**src/rtl/key_debounce_if.sv**
```systemverilog
// Button conditioner signal bundle: raw pin in, debounced level and event pulses out.
// master = key_debounce (drives events); slave = consumer (drives the pin, reads events).
interface key_debounce_if;
   logic key_in;
   logic key_level;
   logic press_pulse;
   logic release_pulse;
   logic long_pulse;

   modport master (
      input  key_in,
      output key_level,
      output press_pulse,
      output release_pulse,
      output long_pulse
   );

   modport slave (
      output key_in,
      input  key_level,
      input  press_pulse,
      input  release_pulse,
      input  long_pulse
   );
endinterface

```
**src/rtl/key_debounce.sv**
```systemverilog
// Push-button debouncer: press/release pulses DEBOUNCE_CYCLES+3 edges after the pin settles, no backpressure.
// Long-press detection (long_pulse) is compiled in only when KEY_LONGPRESS_EN is defined.
module key_debounce #(
   parameter int DEBOUNCE_CYCLES = 1_000_000,
   parameter int LONG_CYCLES     = 50_000_000,
   parameter bit ACTIVE_LOW      = 1'b1
) (
   input  logic           clk,
   input  logic           rst_n,
   key_debounce_if.master kif
);

   localparam int DW = $clog2(DEBOUNCE_CYCLES);
   localparam logic [DW-1:0] D_LAST = DW'(DEBOUNCE_CYCLES - 1);
   localparam logic IDLE_PIN = ACTIVE_LOW;

   if (DEBOUNCE_CYCLES < 2 || LONG_CYCLES <= DEBOUNCE_CYCLES) begin : g_bad_params
      $error("key_debounce: need DEBOUNCE_CYCLES >= 2 and LONG_CYCLES > DEBOUNCE_CYCLES");
   end

   typedef enum logic [1:0] {
      IDLE,
      PRESS_WAIT,
      PRESSED,
      RELEASE_WAIT
   } state_e;

   logic [1:0]    sync_q;
   logic          key_s;
   state_e        state_q, state_d;
   logic [DW-1:0] dcnt_q, dcnt_d;
   logic          level_q, level_d;
   logic          press_q, press_d;
   logic          rel_q, rel_d;

`ifdef KEY_LONGPRESS_EN
   localparam int LW = $clog2(LONG_CYCLES);
   localparam logic [LW-1:0] L_LAST = LW'(LONG_CYCLES - 1);
   logic [LW-1:0] lcnt_q, lcnt_d;
   logic          long_done_q, long_done_d;
   logic          long_q, long_d;
`endif

   // Synchronizer resets to the released level so reset never fakes a press edge.
   always_ff @(posedge clk or negedge rst_n) begin
      if (!rst_n) begin
         sync_q <= {2{IDLE_PIN}};
      end else begin
         sync_q <= {sync_q[0], kif.key_in};
      end
   end

   assign key_s = ACTIVE_LOW ? ~sync_q[1] : sync_q[1];

   always_ff @(posedge clk or negedge rst_n) begin
      if (!rst_n) begin
         state_q <= IDLE;
         dcnt_q  <= '0;
         level_q <= 1'b0;
         press_q <= 1'b0;
         rel_q   <= 1'b0;
`ifdef KEY_LONGPRESS_EN
         lcnt_q      <= '0;
         long_done_q <= 1'b0;
         long_q      <= 1'b0;
`endif
      end else begin
         state_q <= state_d;
         dcnt_q  <= dcnt_d;
         level_q <= level_d;
         press_q <= press_d;
         rel_q   <= rel_d;
`ifdef KEY_LONGPRESS_EN
         lcnt_q      <= lcnt_d;
         long_done_q <= long_done_d;
         long_q      <= long_d;
`endif
      end
   end

   always_comb begin
      state_d = state_q;
      dcnt_d  = dcnt_q;
      level_d = level_q;
      press_d = 1'b0;
      rel_d   = 1'b0;
`ifdef KEY_LONGPRESS_EN
      lcnt_d      = lcnt_q;
      long_done_d = long_done_q;
      long_d      = 1'b0;
`endif
      case (state_q)
         IDLE: begin
            if (key_s) begin
               state_d = PRESS_WAIT;
               dcnt_d  = '0;
            end
         end
         PRESS_WAIT: begin
            if (!key_s) begin
               state_d = IDLE;
               dcnt_d  = '0;
            end else if (dcnt_q == D_LAST) begin
               state_d = PRESSED;
               press_d = 1'b1;
               level_d = 1'b1;
`ifdef KEY_LONGPRESS_EN
               lcnt_d      = '0;
               long_done_d = 1'b0;
`endif
            end else begin
               dcnt_d = dcnt_q + 1'b1;
            end
         end
         PRESSED: begin
            // Release wins over a long-press that would fire this same cycle.
            if (!key_s) begin
               state_d = RELEASE_WAIT;
               dcnt_d  = '0;
            end else begin
`ifdef KEY_LONGPRESS_EN
               if (lcnt_q == L_LAST) begin
                  if (!long_done_q) begin
                     long_d      = 1'b1;
                     long_done_d = 1'b1;
                  end
               end else begin
                  lcnt_d = lcnt_q + 1'b1;
               end
`endif
            end
         end
         RELEASE_WAIT: begin
            if (key_s) begin
               state_d = PRESSED;
            end else if (dcnt_q == D_LAST) begin
               state_d = IDLE;
               rel_d   = 1'b1;
               level_d = 1'b0;
`ifdef KEY_LONGPRESS_EN
               lcnt_d = '0;
`endif
            end else begin
               dcnt_d = dcnt_q + 1'b1;
            end
         end
         default: begin
            state_d = IDLE;
            dcnt_d  = '0;
         end
      endcase
   end

   assign kif.key_level     = level_q;
   assign kif.press_pulse   = press_q;
   assign kif.release_pulse = rel_q;
`ifdef KEY_LONGPRESS_EN
   assign kif.long_pulse = long_q;
`else
   assign kif.long_pulse = 1'b0;
`endif

endmodule

```
**src/flat_wrapper.sv**
```systemverilog
// flat-port wrapper written by rule: the top's interface ports become plain ports
module key_debounce_flat 
#(
   parameter int DEBOUNCE_CYCLES = 1_000_000,
   parameter int LONG_CYCLES     = 50_000_000,
   parameter bit ACTIVE_LOW      = 1'b1
)
  (clk, rst_n, kif_key_in, kif_key_level, kif_press_pulse, kif_release_pulse, kif_long_pulse);
  key_debounce_if kif_i ();
  input  logic clk;
  input  logic rst_n;
  input wire logic [$bits(kif_i.key_in)-1:0] kif_key_in;
  output wire logic [$bits(kif_i.key_level)-1:0] kif_key_level;
  output wire logic [$bits(kif_i.press_pulse)-1:0] kif_press_pulse;
  output wire logic [$bits(kif_i.release_pulse)-1:0] kif_release_pulse;
  output wire logic [$bits(kif_i.long_pulse)-1:0] kif_long_pulse;
  assign kif_i.key_in = kif_key_in;
  assign kif_key_level = kif_i.key_level;
  assign kif_press_pulse = kif_i.press_pulse;
  assign kif_release_pulse = kif_i.release_pulse;
  assign kif_long_pulse = kif_i.long_pulse;
  key_debounce #(.DEBOUNCE_CYCLES(DEBOUNCE_CYCLES), .LONG_CYCLES(LONG_CYCLES), .ACTIVE_LOW(ACTIVE_LOW)) u_core (.clk(clk), .rst_n(rst_n), .kif(kif_i));
endmodule
```
**config.mk**
```make
export PLATFORM = sky130hd
export DESIGN_NAME = key_debounce_flat
export DESIGN_NICKNAME = d
export VERILOG_FILES = /design/src/rtl/key_debounce_if.sv /design/src/rtl/key_debounce.sv /design/src/flat_wrapper.sv
export SDC_FILE = /design/constraint.sdc
export NUM_CORES = 1
export LEC_CHECK = 0
export CORE_UTILIZATION = 53
export CTS_BUF_LIST = sky130_fd_sc_hd__clkbuf_8 sky130_fd_sc_hd__clkbuf_16
export CTS_CLUSTER_DIAMETER = 100
export DETAILED_ROUTE_END_ITERATION = 10
export PLACE_DENSITY = 0.74
export REMOVE_ABC_BUFFERS = 1
export SLEW_MARGIN = 20
export SYNTH_ARGS = -nofsm -noshare
export SYNTH_HDL_FRONTEND = slang
export SYNTH_SLANG_ARGS = --single-unit
```
**constraint.sdc**
```tcl
create_clock -name clk -period 1.9 [get_ports clk]
set_clock_uncertainty 0.2 [all_clocks]
set_input_delay 0.38 -clock clk [delete_from_list [all_inputs] [get_ports clk]]
set_output_delay 0.38 -clock clk [all_outputs]
set_load 0.01 [all_outputs]
```
; Word-level counts from Yosys, hierarchy flattened
; Index checks and enable logic that the tools add are counted.
[word_totals]
reg_bits = 27
in_bits = 3
out_inout_bits = 4
wordCells = 47
[op_classes]
addsub = 1
eq_ne = 12
muxes = 23
n_reduce_logical = 5
[op_table]
columns = op, count
row1 = 20-bit two-way mux, 5
row2 = 20-bit one-hot mux with 4 select lines, 1
row3 = "20-bit by 1-bit adder with 20-bit output, second input constant", 1
row4 = "20-bit equality test, second input constant", 1
row5 = 2-bit two-way mux, 6
row6 = 1-bit two-way mux, 9
row7 = "2-bit by 1-bit != test with 1-bit output, second input constant", 4
row8 = 2-bit one-hot mux with 4 select lines, 1
row9 = 5-bit AND reduction, 1
row10 = "2-bit equality test, second input constant", 2
row11 = "2-bit != test, second input constant", 2
row12 = 4-bit AND reduction, 1
row13 = "3-bit by 1-bit != test with 1-bit output, second input constant", 1
row14 = "3-bit != test, second input constant", 1
row15 = 3-bit AND reduction, 1
row16 = "2-bit by 1-bit equality test with 1-bit output, second input constant", 1
row17 = 2-bit logical NOT, 1
row18 = 1-bit one-hot mux with 2 select lines, 1
row19 = 2-bit nonzero test, 1

; Depth between registers and ports, before layout
; Gate-level depths: netlist of run 1.
[logic_depth]
word_depth = 4
depth_mapped = 7
ltp_nobuf = 6

; Worst setup path after synthesis of run 1
; Ideal clock, no wire load.
[synth_timing]
path_type = flip-flop to flip-flop
start = reg u_core.dcnt_q[0]
end = reg u_core.level_q, in the netlist u_core.kif.key_level
setup_time_ns = 0.124
t_arrival_ns = 1.788
slack_ns = -0.212
path_stages_with_launch = 7
n_path_buf = 1
path_cell_list = dfrtp_1 -> ha_1 -> nand2_1 -> or3_1 -> buf_2 -> or3_4 -> a211o_1
[synth_via]
elab_chain_cells = 3
word_cells_on_any_way = 4
classes_between = eq/ne: 3 / reduce/logical: 1
[synth_rtl]
columns = element, line_no
row1 = "start, declared", key_debounce.sv:31  ; logic [DW-1:0] dcnt_q, dcnt_d;
row2 = "start signal, assigned", key_debounce.sv:69  ; dcnt_q <= dcnt_d;
row3 = 20-bit equality test (*), "key_debounce.sv:103, key_debounce.sv:136"
row4 = 2-bit by 1-bit != test with 1-bit output (no line), -
row5 = 5-bit AND reduction (no line) (*), -
row6 = "end signal, assigned", key_debounce.sv:70  ; level_q <= level_d;
row7 = "end, declared", key_debounce.sv:32  ; logic level_q, level_d;
; Mark *: on every way between the ends. The rest lies on a longest branch, timed or not.
; A chain may end at the register's enable or synchronous reset.

; Worst setup path after layout of run 1
[layout_timing]
start = reg u_core.dcnt_q[10]
end = reg u_core.dcnt_q[19]
[layout_via]
elab_chain_cells = 4
word_cells_on_any_way = 6
classes_between = add/sub: 1 / eq/ne: 1 / mux: 4
[layout_rtl]
columns = element, line_no
row1 = 20-bit by 1-bit adder with 20-bit output or 20-bit equality test (tied branches), -
row2 = 20-bit two-way mux (*), "key_debounce.sv:103, key_debounce.sv:136"
row3 = 20-bit two-way mux (on tied branches), "key_debounce.sv:134, key_debounce.sv:100"
row4 = 20-bit one-hot mux with 4 select lines (*), key_debounce.sv:92  ; case (state_q)
; Mark *: on every way between the ends. The rest lies on a longest branch, timed or not. The select of a mux whose other input is x is not followed.

==> metrics.yaml, run 1 <==
final_layout:
  nFillCells: 147
  stdcell_area_um2: 1970
  seq_area_um2: 678
  drive_above_1_share_pct: 35.4
  n_antenna_cell: 0
  nets: 203
  multi_input_area_um2: 821
  area_growth_pct: 38.8
setup_path:
  critPathMaxStageDelay_ns: 0.39
  cp-start-kind: "register"
  critical_path_class: "register to register"
  crit_required_ns: 1.86
  crit_buf_inv: 1
  cp-end-kind: "register"
  critPathSlowestCell: "dfrtp_1"
  worstPathMaxFanout: 3
  worst_ep_arrival_time_ns: 1.90
  path_delay_family: "simple AND/OR/NAND/NOR gates"
  cp_cell_sequence: "buf_4 > nand4_1 > nor4_4 > nand3_1 > a21o_1 > a22o_1"
global_routing:
  antenna_found_initial: 0
  grt_pass1_wl_um: 5510
  overflow: 0
  grt_pass1_vias: 1255
  grt_use_total_pct: 27.0
  grt_max_degree: 28
logic_synthesis:
  yosys_most_used_dff: "dfrtp_1"
  syn_area_um2: 1420
  synth_top_area_share_pct: 44.0
  synth_common_cells: "25 x dfrtp_1, 21 x nand2_1, 18 x o21ai_0, 9 x nand3_1, 7 x nor2_1"
  seq_area_frac_synth_pct: 47.7
  ys_seq_elements: 27
  postSynth.asyncResetShare_pct: 100
  ys_types: 45
  syn_area_per_cell_um2: 9.17
  synth-edff-count: 0
  yosysTopAreaCell: "dfrtp_1"
  netlist_instances: 155
  synth_area_leaders: "dfrtp_1 44%, o21ai_0 6.3%, nand2_1 5.5%"
  yosysWarnings: 0
  yosysMostFrequentCell: "dfrtp_1"
detailed_routing:
  avgViaCountPerCell: 5.93
  drc_errors: 0
  drt-initial-drc-count: 48
  firstDrtPassIters: 4
  antenna_left: 0
  drt_wl_total_um: 3660
  num_vias: 1352
  wire_per_inst_um: 16.1
floorplan:
  pin_count: 7
  die_area_um2: 2890
  start_util_pct: 56.9
  core_um2: 2500
  die_x_um: 53.8
  die_h_um: 53.8
  num_rows: 18
timing:
  period_needed_ns: 1.94
  setup_viol: 6
  grt_setup_unrepaired: "true"
  report.final.slew_viol_count: 0
  fin_tns_setup_ns: -0.129
  hold_violations: 0
  fmax_ghz: 0.515
  setup_slack_ns: -0.0412
  fin_crit_sh_pct: 102
job:
  max_cap_viol_count: 0
clocking:
  cts_buffer_depth: 2
  cts_made_buffers: 3
  clock_latency_ns: 0.27
  root_buffer: "clkbuf_8"
  cts_tree: "built"
  hold_buffers: 0
  numClockSinks: 27
  path_clk_slew_ns: 0.09
  htreeDepth: 1
power_and_ir_drop:
  max-vdd-ir-drop_v: 0.000465
  power.leakage_nw: 0.913
  p_per_area_nw_per_um2: 523
place:
  place.gp.congestion: 0.831
  port_buffers: 5
  place_area_um2: 1710
  hpwl_um: 2330
status:
  outcome: "complete, but fails checks"
  violations: "setup timing"
hold_path:
  min_path_type: "register to register"
-- path summary, 6_finish.rpt --
| path | startpoint | end | slack (ns) | cells after the start |
|---|---|---|---|---|
| max | u_core.dcnt_q[10]$_DFFE_PN0P_ | u_core.dcnt_q[19]$_DFFE_PN0P_ | -0.04 | 6 |
| min | u_core.sync_q[0]$_DFF_PN1_ | u_core.sync_q[1]$_DFF_PN1_ | 0.16 | 0 |
| max reg2reg | u_core.dcnt_q[10]$_DFFE_PN0P_ | u_core.dcnt_q[19]$_DFFE_PN0P_ | -0.04 | 6 |
| min reg2reg | u_core.sync_q[0]$_DFF_PN1_ | u_core.sync_q[1]$_DFF_PN1_ | 0.16 | 0 |
| max in group asynchronous | rst_n | u_core.sync_q[0]$_DFF_PN1_ | 0.92 | 2 |
| min in group asynchronous | rst_n | u_core.dcnt_q[19]$_DFFE_PN0P_ | 0.27 | 2 |
-- layer usage --
metal / wire, um / track usage [%] / up-vias
li1: - / - / 644
met1: 1580 / 33.3 / 654
met2: 1860 / 46.9 / 42
met3: 127 / 3.39 / 12
met4: 91 / 11.0 / 0
met5: 0 / 0 / -
-- report_power, final --
part / switching (W) / leakage, nW / internal [W]
registers: 0.00000784 / 0.366 / 0.000587
logic: 0.0000678 / 0.520 / 0.0000529
clock network: 0.000171 / 0.0269 / 0.000145
total: 0.000247 / 0.913 / 0.000785
-- area by class of cell --
type / instances / area share [%]
tap: 30 / 1.90
clock buffer: 3 / 2.09
sequential: 27 / 34.4
inverter: 5 / 0.951
clock inverter: 1 / 0.190
timing repair buffer: 45 / 18.9
multi-input combinational: 117 / 41.6
-- worst reg2reg max path, stage by stage (launching register included) --
cell	delay, ns
dfrtp_1	0.39
buf_4	0.14
nand4_1	0.16
nor4_4	0.37
nand3_1	0.16
a21o_1	0.19
a22o_1	0.22
-- repair_timing --
item | CTS | global route
buffers inserted | 4 | 5
endpoints found under the setup margin | 6 | 20
endpoints found under the hold margin | 0 | 0
resized for setup | 16 | 20
pin swaps | 10 | 18
-- logic make-up after synthesis --
family / share of synthesized area [%]
AND/OR/NAND/NOR: 23.5
AO/OA/AOI/OAI: 17.9
flip-flops: 47.7
buffers and inverters: 3.26
XOR/XNOR: 4.31
multiplexers: 2.20
adder cells (fa/ha/maj): 0.880
other: 0.264
-- per-stage QoR --
step | cells | hold WS [ns] | total power, W | util (%) | setup slack, ns
after CTS | 223 | 0.164 | 0.00103 | 74.5 | -0.0322
after floorplan | 149 | -0.116 | 0.000654 | - | -0.178
after global placement | 215 | 0.151 | 0.000706 | 68.6 | -0.0478
after global routing | 228 | 0.167 | 0.00107 | 78.9 | -0.123
final | 228 | 0.162 | 0.00103 | 78.9 | -0.0412
after detailed placement | 215 | 0.148 | 0.000711 | 68.6 | -0.0868
-- sequential cells by signal (all words and copies together), names as in the netlist, named ones only --
signal                    cells
u_core.kif.release_pulse      1
u_core.kif.key_level          1
u_core.state_q                1
u_core.dcnt_q                20
u_core.kif.press_pulse        1
u_core.sync_q                 2
-- cell usage in the layout, fill, tap and decap left out, types with 4 or more instances in the layout --
cell,netlist,final
buf_6,0,6
xor2_1,5,5
and3_1,4,4
buf_4,1,34
inv_1,5,6
a21oi_1,5,4
dfrtp_1,25,25
o21ai_0,18,11
clkdlybuf4s50_1,0,5
o21ai_1,2,7
nor2_1,7,6
nand2_1,21,20
nand3_1,9,7
No activity file was read; power rests on OpenSTA's default activity.
==> run 2: changes to the inputs <==
--- a/config.mk
+++ b/config.mk
@@ -5,6 +5,7 @@
 export SDC_FILE = /design/constraint.sdc
 export NUM_CORES = 1
 export LEC_CHECK = 0
+export CORE_MARGIN = 4
 export CORE_UTILIZATION = 53
 export CTS_BUF_LIST = sky130_fd_sc_hd__clkbuf_8 sky130_fd_sc_hd__clkbuf_16
 export CTS_CLUSTER_DIAMETER = 100
==> run 2 against run 1 <==
Effect of this change: largest power group unchanged; cell area decreased by 1.3%; count of clock-buffer cells in the layout is the same; the run still ends with setup timing left; clock power is essentially flat; via count down 1.3%; critical path type unchanged.
==> metrics.yaml, run 2 (synthesized netlist as in run 1, its figures left out) <==
timing:
  hold_violations: 0
  setup_slack_ns: -0.0920
  hold-worst-slack_ns: 0.161
  period_needed_ns: 1.99
  report.final.slew_viol_count: 0
  fmax_ghz: 0.502
  grt_setup_unrepaired: "true"
  setup_viol: 9
  fin_crit_sh_pct: 105
place:
  place_area_um2: 1740
  hpwl_um: 2330
  port_buffers: 5
  place.gp.congestion: 0.882
clocking:
  hold_buffers: 0
  root_buffer: "clkbuf_8"
  numClockSinks: 27
  cts_made_buffers: 3
  clock_latency_ns: 0.27
  path_clk_slew_ns: 0.09
  cts_buffer_depth: 2
  htreeDepth: 1
  cts_tree: "built"
hold_path:
  hold_depth: 0
  hold_path_startpoint: "u_core.sync_q[0]$_DFF_PN1_"
  holdPathEnd: "u_core.sync_q[1]$_DFF_PN1_"
  min_path_type: "register to register"
final_layout:
  drive_above_1_share_pct: 33.8
  largest_register_ffs: 20
  layout_common_cells: "38 x buf_4, 25 x dfrtp_1, 21 x nand2_1"
  largestRegisters: "u_core.dcnt_q x20, u_core.sync_q x2"
  stdcell_area_um2: 1950
  area_growth_pct: 37.0
  mostFrequentLayoutCell: "buf_4"
  nets: 206
  utilization_pct: 77.2
  n_antenna_cell: 0
  largest_register: "u_core.dcnt_q"
floorplan:
  start_util_pct: 56.3
  die_area_um2: 3570
  die_h_um: 59.8
  num_rows: 18
  core_um2: 2520
  die_x_um: 59.8
  pin_count: 7
setup_path:
  worst_ep_arrival_time_ns: 1.96
  worstPathMaxFanout: 6
  cp-end-kind: "register"
  critical_path_class: "register to register"
  r2r_cells: 5
  crit_required_ns: 1.86
  cp-start-kind: "register"
  r2r_slack_ns: -0.09
  r2r-end: "u_core.kif.key_level$_DFFE_PN0P_"
  rr_startpoint: "u_core.dcnt_q[10]$_DFFE_PN0P_"
global_routing:
  overflow: 0
  antenna_found_initial: 0
  use_met2_pct: 35.5
  grtUsageMet3_pct: 4.54
  grt_use_met1_pct: 27.8
  grt_pass1_vias: 1236
  grt_use_total_pct: 20.8
  grt.busiest_layer: "met2"
  grt_pass1_wl_um: 5600
  grt_max_degree: 28
power_and_ir_drop:
  max-vdd-ir-drop_v: 0.000759
  p_per_area_nw_per_um2: 526
  power.leakage_nw: 0.905
detailed_routing:
  antenna_left: 0
  firstDrtPassIters: 4
  drt_wl_total_um: 3780
  drt-initial-drc-count: 77
  avgViaCountPerCell: 5.78
  drc_errors: 0
  num_vias: 1335
  wire_per_inst_um: 16.4
job:
  max_cap_viol_count: 0
status:
  outcome: "complete, but fails checks"
  violations: "setup timing"
==> run 2: critical path, stage by stage, from the launching register on <==
cell	delay, ns
dfrtp_1	0.38
buf_4	0.13
nor4b_2	0.27
nand4_1	0.17
or3_4	0.43
a211o_1	0.30
==> run 2: per-stage QoR <==
step,total power (W),setup slack [ns],cells,TNS [ns]
after floorplan,0.000654,-0.178,149,-0.385
after global placement,0.000706,0.000162,218,0
after detailed placement,0.000708,-0.0298,218,-0.0546
after CTS,0.00102,-0.0315,226,-0.0428
after global routing,0.00107,-0.183,231,-1.52
final,0.00102,-0.0920,231,-0.435
==> run 2: layout make-up <==
cell class | count | area (um^2)
clock buffers | 3 | 41.3
clock inverters | 1 | 3.75
fillers | 177 | 576
inverters | 5 | 18.8
multi-input cells | 117 | 776
flip-flops and latches | 27 | 678
well taps | 30 | 37.5
repair buffers | 48 | 392
==> run 2: layer usage <==
layer / part of all wire, % / wire length [um] / vias to the layer above
met1: 43 / 1620 / 628
met3: 5.3 / 201 / 13
met4: 2.3 / 86 / 0
met5: 0 / 0 / -
met2: 49 / 1870 / 46
li1: - / - / 648
==> run 2: repair_timing <==
item	4_1_cts	5_1_grt
endpoints found under the hold margin	0	0
gates resized for setup	4	25
buffers inserted	4	5
pin swaps	2	11
setup endpoints to repair	7	19
==> run 2: worst max path at each step <==
stage	slack [ns]	to	from
floorplan	-0.18	u_core.kif.key_level$_DFFE_PN0P_	u_core.dcnt_q[0]$_DFFE_PN0P_
global placement	0.0002	u_core.kif.key_level$_DFFE_PN0P_	u_core.dcnt_q[0]$_DFFE_PN0P_
detailed placement	-0.03	u_core.kif.key_level$_DFFE_PN0P_	u_core.dcnt_q[0]$_DFFE_PN0P_
CTS	-0.03	u_core.dcnt_q[19]$_DFFE_PN0P_	u_core.dcnt_q[10]$_DFFE_PN0P_
global route	-0.18	u_core.kif.key_level$_DFFE_PN0P_	u_core.dcnt_q[13]$_DFFE_PN0P_
finish	-0.09	u_core.kif.key_level$_DFFE_PN0P_	u_core.dcnt_q[10]$_DFFE_PN0P_
==> run 2: power by group <==
part           switching [W]  internal, W  leakage, nW
clock network       0.000171     0.000145       0.0269
registers         0.00000765     0.000587        0.366
logic              0.0000633    0.0000506        0.512
==> run 3: changes to the inputs <==
--- a/config.mk
+++ b/config.mk
@@ -10,9 +10,11 @@
 export CTS_BUF_LIST = sky130_fd_sc_hd__clkbuf_8 sky130_fd_sc_hd__clkbuf_16
 export CTS_CLUSTER_DIAMETER = 100
 export DETAILED_ROUTE_END_ITERATION = 10
-export PLACE_DENSITY = 0.74
+export PLACE_DENSITY = 0.86
 export REMOVE_ABC_BUFFERS = 1
+export SETUP_SLACK_MARGIN = 0.15
 export SLEW_MARGIN = 20
 export SYNTH_ARGS = -nofsm -noshare
 export SYNTH_HDL_FRONTEND = slang
 export SYNTH_SLANG_ARGS = --single-unit
+export TNS_END_PERCENT = 10
==> run 3 against run 2 <==
Effect of this change: the run still ends with setup timing left; hold slack improved by 0.0054 ns; cell area decreased by 2.9%; count of clock-buffer cells in the layout unchanged; worst setup slack improved by 0.025 ns; cell count decreased by 3.0%; wire length increased by 7.0%.
==> metrics.yaml, run 3 (synthesized netlist as in run 1, its figures left out) <==
status:
  outcome: "complete, but fails checks"
  violations: "setup timing"
hold_path:
  min_path_type: "register to register"
  hold_depth: 0
  hold_path_startpoint: "u_core.sync_q[0]$_DFF_PN1_"
  holdPathEnd: "u_core.sync_q[1]$_DFF_PN1_"
final_layout:
  largestRegisters: "u_core.dcnt_q x20, u_core.sync_q x2"
  largest_register_ffs: 20
  largest_register: "u_core.dcnt_q"
  nets: 199
  n_antenna_cell: 0
  area_growth_pct: 33.0
  mostFrequentLayoutCell: "buf_4"
  layout_common_cells: "33 x buf_4, 25 x dfrtp_1, 20 x nand2_1"
  drive_above_1_share_pct: 33.0
timing:
  hold-worst-slack_ns: 0.166
  period_needed_ns: 1.97
  fmax_ghz: 0.509
  hold_violations: 0
  grt_setup_unrepaired: "true"
  setup_slack_ns: -0.0665
  setup_viol: 7
  fin_tns_setup_ns: -0.282
  report.final.slew_viol_count: 0
  fin_crit_sh_pct: 104
clocking:
  cts_made_buffers: 3
  cts_tree: "built"
  numClockSinks: 27
  root_buffer: "clkbuf_8"
  path_clk_slew_ns: 0.09
  htreeDepth: 1
  clock_latency_ns: 0.27
  cts_buffer_depth: 2
setup_path:
  worstPathMaxFanout: 4
  crit_buf_inv: 1
  cp_cell_sequence: "ha_2 > nand2_1 > or3_4 > buf_4 > o211ai_1 > xor2_1 > nor2_1"
  r2r_slack_ns: -0.07
  cp-start-kind: "register"
  rr_startpoint: "u_core.dcnt_q[1]$_DFFE_PN0P_"
  crit_required_ns: 1.86
  path_delay_family: "simple AND/OR/NAND/NOR gates"
  critPathMaxStageDelay_ns: 0.37
  critPathSlowestCell: "dfrtp_1"
  critical_path_class: "register to register"
  cp-end-kind: "register"
  r2r_cells: 7
  worst_ep_arrival_time_ns: 1.93
  r2r-end: "u_core.dcnt_q[2]$_DFFE_PN0P_"
global_routing:
  overflow: 0
  grt_use_total_pct: 24.8
  grt_pass1_vias: 1445
  grt_max_degree: 28
  grt_pass1_wl_um: 6600
  antenna_found_initial: 0
detailed_routing:
  drc_errors: 0
  drt-initial-drc-count: 54
  avgViaCountPerCell: 6.12
  wire_per_inst_um: 18.0
  drt_wl_total_um: 4040
  num_vias: 1371
  antenna_left: 0
  firstDrtPassIters: 4
power_and_ir_drop:
  p_per_area_nw_per_um2: 551
  max-vdd-ir-drop_v: 0.000447
  power.leakage_nw: 0.879
place:
  hpwl_um: 2570
  port_buffers: 5
  place.gp.congestion: 0.882
floorplan:
  core_um2: 2520
  num_rows: 18
  pin_count: 7
  die_area_um2: 3570
  start_util_pct: 56.3
  die_x_um: 59.8
  die_h_um: 59.8
job:
  max_cap_viol_count: 0
run 3: layout make-up:
cell class / instances / area (um^2)
Clock inverter: 1 / 5.00
Tap cell: 30 / 37.5
Clock buffer: 3 / 41.3
Timing Repair Buffer: 41 / 337
Multi-Input combinational cell: 117 / 773
Fill cell: 185 / 632
Sequential cell: 27 / 678
Inverter: 5 / 18.8
run 3: worst max-delay path by stage:
stage	from	cells past startpoint	end	slack, ns
finish	u_core.dcnt_q[1]$_DFFE_PN0P_	7	u_core.dcnt_q[2]$_DFFE_PN0P_	-0.07
global route	u_core.dcnt_q[15]$_DFFE_PN0P_	7	u_core.dcnt_q[1]$_DFFE_PN0P_	-0.14
CTS	u_core.dcnt_q[8]$_DFFE_PN0P_	4	u_core.kif.key_level$_DFFE_PN0P_	-0.02
detailed placement	u_core.dcnt_q[1]$_DFFE_PN0P_	7	register	-0.08
global placement	u_core.dcnt_q[7]$_DFFE_PN0P_	4	u_core.kif.key_level$_DFFE_PN0P_	-0.02
floorplan	u_core.dcnt_q[0]$_DFFE_PN0P_	5	u_core.kif.key_level$_DFFE_PN0P_	-0.18
run 3: power breakdown:
part	switching, W	internal (W)
Sequential	0.00000819	0.000587
Clock	0.000184	0.000147
Combinational	0.0000667	0.0000489
run 3: what timing repair did:
| item | CTS | global route |
|---|---|---|
| hold buffers | 0 | 0 |
| resized for setup | 14 | 15 |
| pin swaps | 9 | 7 |
| setup endpoints to repair | 23 | 27 |
| buffers inserted | 3 | 0 |
run 3: through the flow:
step / setup slack (ns) / util [%] / cell area [um^2] / total power (W) / std cells
floorplan: -0.178 / - / 1390 / 0.000654 / 149
global placement: -0.0193 / 68.6 / 1730 / 0.000705 / 217
detailed placement: -0.0817 / 68.6 / 1730 / 0.000711 / 217
CTS: -0.0215 / 73.2 / 1850 / 0.00104 / 224
global route: -0.140 / 75.0 / 1890 / 0.00108 / 224
finish: -0.0665 / 75.0 / 1890 / 0.00104 / 224
run 3: metal layers:
metal	part of all wire, %	GRT usage, %	vias up
met5	0	0	-
met4	2.5	11.1	0
met3	4.1	3.67	14
met2	51	42.4	46
met1	42	30.7	674
li1	-	-	637
